### config.mk
export PLATFORM = sky130hd
export DESIGN_NAME = bin2bcd_4dig
export DESIGN_NICKNAME = d
export VERILOG_FILES = /design/src/rtl/bin2bcd_4dig.sv
export SDC_FILE = /design/constraint.sdc
export NUM_CORES = 1
export LEC_CHECK = 0
export CAP_MARGIN = 20
export CORE_MARGIN = 4
export CORE_UTILIZATION = 50
export CTS_CLUSTER_DIAMETER = 200
export DETAILED_ROUTE_END_ITERATION = 10
export DONT_BUFFER_PORTS = 1
export GPL_TIMING_DRIVEN = 0
export PLACE_DENSITY = 0.61
export SLEW_MARGIN = 0
export SYNTH_ARGS = -nofsm -noshare
export SYNTH_HDL_FRONTEND = slang
export SYNTH_SLANG_ARGS = --single-unit
export TNS_END_PERCENT = 1
### constraint.sdc
create_clock -name clk -period 2.3 [get_ports clk]
set_input_delay 0.46 -clock clk [delete_from_list [all_inputs] [get_ports clk]]
set_output_delay 0.46 -clock clk [all_outputs]
set_load 0.02 [all_outputs]
### src/rtl/bin2bcd_4dig.sv
// Sequential shift-and-add-3 binary to 4-digit BCD converter.
// Saturates at 9999 with an overflow flag; outputs hold between conversions.
module bin2bcd_4dig #(
    parameter int BIN_W = 14
) (
    input  logic             clk,
    input  logic             rst,
    input  logic             start,
    input  logic [BIN_W-1:0] bin,
    output logic             busy,
    output logic             done,
    output logic             ovf,
    output logic [3:0]       data0,
    output logic [3:0]       data1,
    output logic [3:0]       data2,
    output logic [3:0]       data3
);

    typedef enum logic {
        IDLE,
        CONV
    } state_t;

    localparam logic [4:0] LAST = 5'(BIN_W - 1);

    state_t           state;
    logic [BIN_W-1:0] shift;
    logic [15:0]      scratch;
    logic [15:0]      adj;
    logic [15:0]      scr_nxt;
    logic [4:0]       cnt;
    logic             sat;
    logic [31:0]      bin_ext;

    assign bin_ext = {{(32 - BIN_W){1'b0}}, bin};

    // One double-dabble step: bump nibbles >= 5 by 3, then shift in next bit.
    always_comb begin
        adj = scratch;
        for (int i = 0; i < 4; i++) begin
            if (scratch[4*i +: 4] >= 4'd5)
                adj[4*i +: 4] = scratch[4*i +: 4] + 4'd3;
        end
        scr_nxt = {adj[14:0], shift[BIN_W-1]};
    end

    // Control FSM, datapath registers and registered outputs.
    always_ff @(posedge clk) begin
        if (rst) begin
            state   <= IDLE;
            shift   <= '0;
            scratch <= '0;
            cnt     <= '0;
            sat     <= 1'b0;
            busy    <= 1'b0;
            done    <= 1'b0;
            ovf     <= 1'b0;
            data0   <= '0;
            data1   <= '0;
            data2   <= '0;
            data3   <= '0;
        end else begin
            done <= 1'b0;
            unique case (state)
                IDLE: begin
                    if (start) begin
                        shift   <= bin;
                        scratch <= '0;
                        cnt     <= '0;
                        sat     <= (bin_ext > 32'd9999);
                        busy    <= 1'b1;
                        state   <= CONV;
                    end
                end
                CONV: begin
                    scratch <= scr_nxt;
                    shift   <= shift << 1;
                    cnt     <= cnt + 5'd1;
                    if (cnt == LAST) begin
                        state <= IDLE;
                        busy  <= 1'b0;
                        done  <= 1'b1;
                        if (sat) begin
                            ovf   <= 1'b1;
                            data3 <= 4'd9;
                            data2 <= 4'd9;
                            data1 <= 4'd9;
                            data0 <= 4'd9;
                        end else begin
                            ovf   <= 1'b0;
                            data3 <= scr_nxt[15:12];
                            data2 <= scr_nxt[11:8];
                            data1 <= scr_nxt[7:4];
                            data0 <= scr_nxt[3:0];
                        end
                    end
                end
                default: state <= IDLE;
            endcase
        end
    end

endmodule

==> results.sh, run 1 <==
export IMPL_outcome="finished clean"
export IMPL_cp_num_buf_inv=2
export IMPL_netlist_instances=295
export IMPL_finalCritPeriodShare_pct=79.2
export IMPL_cellPowerDensity_nw_per_um2=614
export IMPL_grt_max_degree=17
export IMPL_drtIter0Drc=77
export IMPL_cts_setup_buffers=0
export IMPL_setup_tns_ns=0
export IMPL_arrival_ns=2.07
export IMPL_cts_hold_buffers=0
export IMPL_placed_cell_area_um2=2650
export IMPL_whs_ns=0.333
export IMPL_leakagePower_nw=0.960
export IMPL_clock_path_buffers=2
export IMPL_ys_top_cells_by_area="dfxtp_1, nor2_1, a21oi_1"
export IMPL_area_delta_synth_final_pct=6.87
export IMPL_ys_ff_latch=56
export IMPL_start_kind="register"
export IMPL_grt_pass1_vias=1931
export IMPL_firstDrtPassIters=4
export IMPL_postLayoutCoreUtil_pct=56.6
export IMPL_netlist_area_leader_share_pct=43.7
export IMPL_synth_area_per_cell_um2=8.70
export IMPL_path_class="register to register"
export IMPL_skew_ns=0.00769
export IMPL_slowest_delay_ns=0.42
export IMPL_crit_slowest_cell="dfxtp_1"
export IMPL_finalHoldViolations=0
export IMPL_postCtsResizedCells=0
export IMPL_routed_via_density=5.44
export IMPL_crit_fanout=8
export IMPL_yosysSeqAreaShare_pct=43.7
export IMPL_crit_top_cell="or3_1"
export IMPL_setup_viol=0
export IMPL_clock_sinks=56
export IMPL_die_w_um=79.6
export IMPL_rsz0062_at_grt="false"
export IMPL_tightest_slew_ns=0.550
export IMPL_cp_required_ns=2.54
export IMPL_ir_worst_vdd_uv=415
export IMPL_hpwlAfterDp_um=3940
export IMPL_cts_root_buf="clkbuf_8"
export IMPL_finalNetCount=329
export IMPL_cts_tree="yes"
export IMPL_syn_nets=322
export IMPL_syn_area_um2=2570
export IMPL_instances_no_fill=370
export IMPL_wl_per_cell_um=15.0
export IMPL_synth_warnings=0
export IMPL_initial_core_util_pct=52.9
export IMPL_numPortBuffers=0
export IMPL_max_clock_freq_mhz=549
export IMPL_crit_family="simple AND/OR/NAND/NOR gates"
export IMPL_routed_wirelength_um=5560
export IMPL_min_period_ns=1.82
export IMPL_antenna_left=0
export IMPL_fin_area_um2=2740
export IMPL_slew_violations=0
export IMPL_clk_latency_ns=0.31
export IMPL_grt_overflow_total=0
export IMPL_synth_most_common_cell="dfxtp_1"
export IMPL_hp_class="input port to register"
export IMPL_drive_gt1_share_pct=8.25
export IMPL_dieArea_um2=6340
export IMPL_synthArstFlopShare_pct=0
export IMPL_fill_cells=477
export IMPL_post_place_ws_ns=0.481
export IMPL_crit_chain="ha_1 -> nand2_1 -> or3_1 -> buf_2 -> or3_1 -> buf_6 -> o21ai_2"
export IMPL_grt_pass1_wl_um=9140
export IMPL_yosysTopAreaCell="dfxtp_1"
export IMPL_ys_flop_type="dfxtp_1"
export IMPL_cts_inserted_buffers=5
export IMPL_die_y_um=79.6
export IMPL_cap_violations=0
export IMPL_cts_max_level=2
export IMPL_fin_ws_ns=0.479
export IMPL_slew_headroom_pct=63.3
export IMPL_endpoint_kind="register"
export IMPL_path_clk_slew_ns=0.10
export IMPL_diodes=0
export IMPL_place_gp_congestion=0.762
export IMPL_coreArea_um2=4850
export IMPL_ys_types=33
export IMPL_row_count=25
export IMPL_grt_usage_pct=18.4
export IMPL_ios=36
export IMPL_antenna_found_initial=0
export IMPL_ys_top_cells_by_count="dfxtp_1, nor2_1, a21oi_1, nor3_1, inv_1"
export IMPL_placed_cells=362
export IMPL_synth_edff_count=0
export IMPL_vias=2013
export IMPL_drc=0
export IMPL_power_mw=1.68
-- worst paths after layout --
| kind | start | to | slack [ns] | cells after the start |
|---|---|---|---|---|
| worst min-delay path | bin[13] | sat | 0.33 | 2 |
| worst max-delay path | cnt[0] | data0[2] | 0.48 | 7 |
| worst min register to register | shift[8] | shift[9] | 0.50 | 2 |
| worst max register to register | cnt[0] | data0[2] | 0.48 | 7 |
-- cell usage in the layout (no fill, tap or decap), drive strengths merged, types with 2 or more instances in the layout --
cell     n
mux2i   14
nor3b    8
ha      10
nand2b  11
clkinv   2
or3      2
inv     16
buf      6
a211oi   4
o32ai   11
a21oi   29
mux2     4
a31oi    2
nand3b   8
nand2    9
dfxtp   56
o21ai   16
nor2    44
xnor2    4
clkbuf  21
nor3    17
-- worst register-to-register path, delay by kind of cell, from the launching register on --
kind,cells,cell delay [ns]
AO/OA/AOI/OAI,1,0.13
adder cells (fa/ha/maj),1,0.18
buffers and inverters,2,0.34
flip-flops,1,0.42
AND/OR/NAND/NOR,3,0.69
-- state kept, by name, summed over array words and instances (netlist names) --
name / count
busy: 1
done: 1
shift: 14
scratch: 16
ovf: 1
state: 1
data3: 4
data2: 4
cnt: 5
sat: 1
data0: 4
data1: 4
-- final cells by class --
class,count,area (um^2),area share (%)
well taps,67,83.8,3.06
clock inverters,2,10.0,0.365
plain buffers,21,88.8,3.24
inverters,16,60.1,2.19
flip-flops and latches,56,1120,40.9
clock buffers,6,82.6,3.01
multi-input cells,202,1300,47.3
-- logic make-up (layout without fill, tap and decap cells) --
logic type,Yosys count,count (layout),synth area share (%)
and+or+nand+nor,103,103,20.0
adders and majority gates,10,10,4.88
buffers and inverters,37,45,5.80
AOI/OAI and AO/OA,67,67,17.1
DFF,56,56,43.7
xor gates and xnor gates,4,4,1.37
muxes,18,18,7.22
-- where the power goes --
part / total, mW / switching [mW] / internal, mW
sequential: 1.01 / 0.0149 / 0.990
clock: 0.547 / 0.306 / 0.241
combinational: 0.132 / 0.0866 / 0.0456
total: 1.68 / 0.408 / 1.28
-- per-layer routing --
| metal | share of wire, % | routed length, um | vias to the layer above | global-route usage [%] |
|---|---|---|---|---|
| li1 | - | - | 1037 | - |
| met1 | 47 | 2620 | 939 | 23.0 |
| met2 | 49 | 2700 | 33 | 31.9 |
| met3 | 3.5 | 192 | 4 | 3.95 |
| met4 | 0.81 | 45 | 0 | 4.64 |
| met5 | 0 | 0 | - | 0 |
Power figures use the tool's default switching activity.
==> run 2: changes to the inputs <==
clock period = 1.8 ns   (was 2.3 ns; I/O delays follow)
==> run 2 against run 1 <==
Non-clock buffer count stayed put. Combinational power grew 29%. Critical endpoint is now data1[1]. Flip-flop and latch count unchanged. Critical path type unchanged. Design area increased by 0.55%. Largest power group unchanged. Utilization up 0.31 points. Sequential power increased by 28%.
==> results.sh, run 2 (same netlist as run 1, synthesis figures left out) <==
export IMPL_firstDrtPassIters=4
export IMPL_top_regs="scratch: 16 flops, shift: 14 flops, cnt: 5 flops"
export IMPL_outcome="finished clean"
export IMPL_max_clock_freq_mhz=569
export IMPL_endpoint="data1[1]"
export IMPL_p_comb_share_pct=7.9
export IMPL_hpwlAfterDp_um=3940
export IMPL_clk_latency_ns=0.31
export IMPL_power_share_clock_pct=32.5
export IMPL_crit_fanout=8
export IMPL_ir_worst_vdd_uv=530
export IMPL_largest_register_ffs=16
export IMPL_vias=1994
export IMPL_cp_startpoint="cnt[1]"
export IMPL_p_sw_share_pct=24.3
export IMPL_drc=0
export IMPL_grt_overflow_total=0
export IMPL_antenna_found_initial=0
export IMPL_routed_via_density=5.39
export IMPL_wl_per_cell_um=15.2
export IMPL_start_kind="register"
export IMPL_finalCritPeriodShare_pct=97.6
export IMPL_place_gp_congestion=0.762
export IMPL_coreArea_um2=4850
export IMPL_endpoint_kind="register"
export IMPL_dieArea_um2=6340
export IMPL_placed_cell_area_um2=2650
export IMPL_rsz0062_at_grt="true"
export IMPL_clock_path_buffers=2
export IMPL_setup_tns_ns=0
export IMPL_mostFrequentLayoutCells="dfxtp_1, nor2_1, a21oi_1"
export IMPL_skew_ns=0.00624
export IMPL_diodes=0
export IMPL_p_seq_share_pct=59.6
export IMPL_finalHoldViolations=0
export IMPL_largest_register="scratch"
export IMPL_leakagePower_nw=0.970
export IMPL_cts_setup_buffers=0
export IMPL_routed_wirelength_um=5620
export IMPL_cts_hold_buffers=0
export IMPL_cts_max_level=2
export IMPL_slew_violations=0
export IMPL_initial_core_util_pct=52.9
export IMPL_tightest_slew_ns=0.545
export IMPL_grt_usage_pct=18.4
export IMPL_arrival_ns=2.01
export IMPL_netSwitchingPower_mw=0.524
export IMPL_grt_pass1_vias=1937
export IMPL_cellPowerDensity_nw_per_um2=782
export IMPL_clock_sinks=56
export IMPL_hp_class="input port to register"
export IMPL_drtIter0Drc=72
export IMPL_ios=36
export IMPL_whs_ns=0.230
export IMPL_area_delta_synth_final_pct=7.46
export IMPL_slew_headroom_pct=63.6
export IMPL_numPortBuffers=0
export IMPL_fin_area_um2=2760
export IMPL_grt_max_degree=17
export IMPL_r2r_end="data1[1]"
export IMPL_die_w_um=79.6
export IMPL_path_clk_slew_ns=0.10
export IMPL_cap_violations=0
export IMPL_grt_pass1_wl_um=9150
export IMPL_drive_gt1_share_pct=9.57
export IMPL_cts_root_buf="clkbuf_8"
export IMPL_cp_required_ns=2.05
export IMPL_r2r_start="cnt[1]"
export IMPL_internal_power_mw=1.63
export IMPL_cts_inserted_buffers=5
export IMPL_row_count=25
export IMPL_min_period_ns=1.76
export IMPL_finalNetCount=329
export IMPL_path_class="register to register"
export IMPL_die_y_um=79.6
export IMPL_cts_tree="yes"
export IMPL_ff2ff_path_depth=8
export IMPL_holdPathStages=2
export IMPL_r2r_slack_ns=0.04
export IMPL_antenna_left=0
export IMPL_final_common_cell="dfxtp_1"
export IMPL_setup_viol=0
[run 2: worst max-delay path, cell delays in order (launching register included)]
cell and delay (ns):
dfxtp_2 0.35, inv_1 0.07, ha_1 0.14, nand2_1 0.06
or3_1 0.32, buf_6 0.15, or3_4 0.32, buf_6 0.16
o21ai_2 0.13
[run 2: power groups by stage]
stage | Clock [mW] | Combinational [mW] | Sequential (mW)
after detailed placement | 0 | 0.169 | 1.31
final | 0.702 | 0.170 | 1.29
after global routing | 0.766 | 0.191 | 1.29
after CTS | 0.717 | 0.170 | 1.28
after global placement | 0 | 0.167 | 1.31
after floorplan | 0 | 0.130 | 1.31
[run 2: per-stage QoR]
step / total power [mW] / instances / utilization [%] / setup slack, ns
after floorplan: 1.44 / 295 / - / 0.131
after global placement: 1.48 / 362 / 54.7 / -0.00267
after detailed placement: 1.48 / 362 / 54.7 / -0.0193
after CTS: 2.17 / 370 / 56.6 / 0.00488
after global routing: 2.25 / 370 / 56.9 / -0.0484
final: 2.16 / 370 / 56.9 / 0.0440
[run 2: worst min-delay path by stage]
stage	startpoint	to	slack [ns]
global route	bin[13]	shift[13]	0.23
CTS	bin[13]	shift[13]	0.23
detailed placement	shift[9]	shift[10]	0.48
floorplan	shift[9]	shift[10]	0.45
global placement	shift[9]	shift[10]	0.47
finish	bin[13]	sat	0.23
[run 2: final cells by class]
cell class                      count  area [um^2]
Buffer                             21         96.3
Clock buffer                        6         82.6
Clock inverter                      2         10.0
Fill cell                         479         2090
Inverter                           16         60.1
Multi-Input combinational cell    202         1300
Sequential cell                    56         1120
Tap cell                           67         83.8
[run 2: layer usage]
layer  vias to the layer above  global-route usage, %  wire length, um
met1                       927                   23.0             2640
met5                         -                      0                0
met3                         4                   3.95              178
met2                        25                   32.0             2750
li1                       1038                      -                -
met4                         0                   4.64               49
[run 2: timing repair]
| item | CTS | global route |
|---|---|---|
| pin swaps | 0 | 0 |
| setup endpoints to repair | 8 | 15 |
| endpoints found under the hold margin | 0 | 0 |
| gates resized for setup | 2 | 5 |
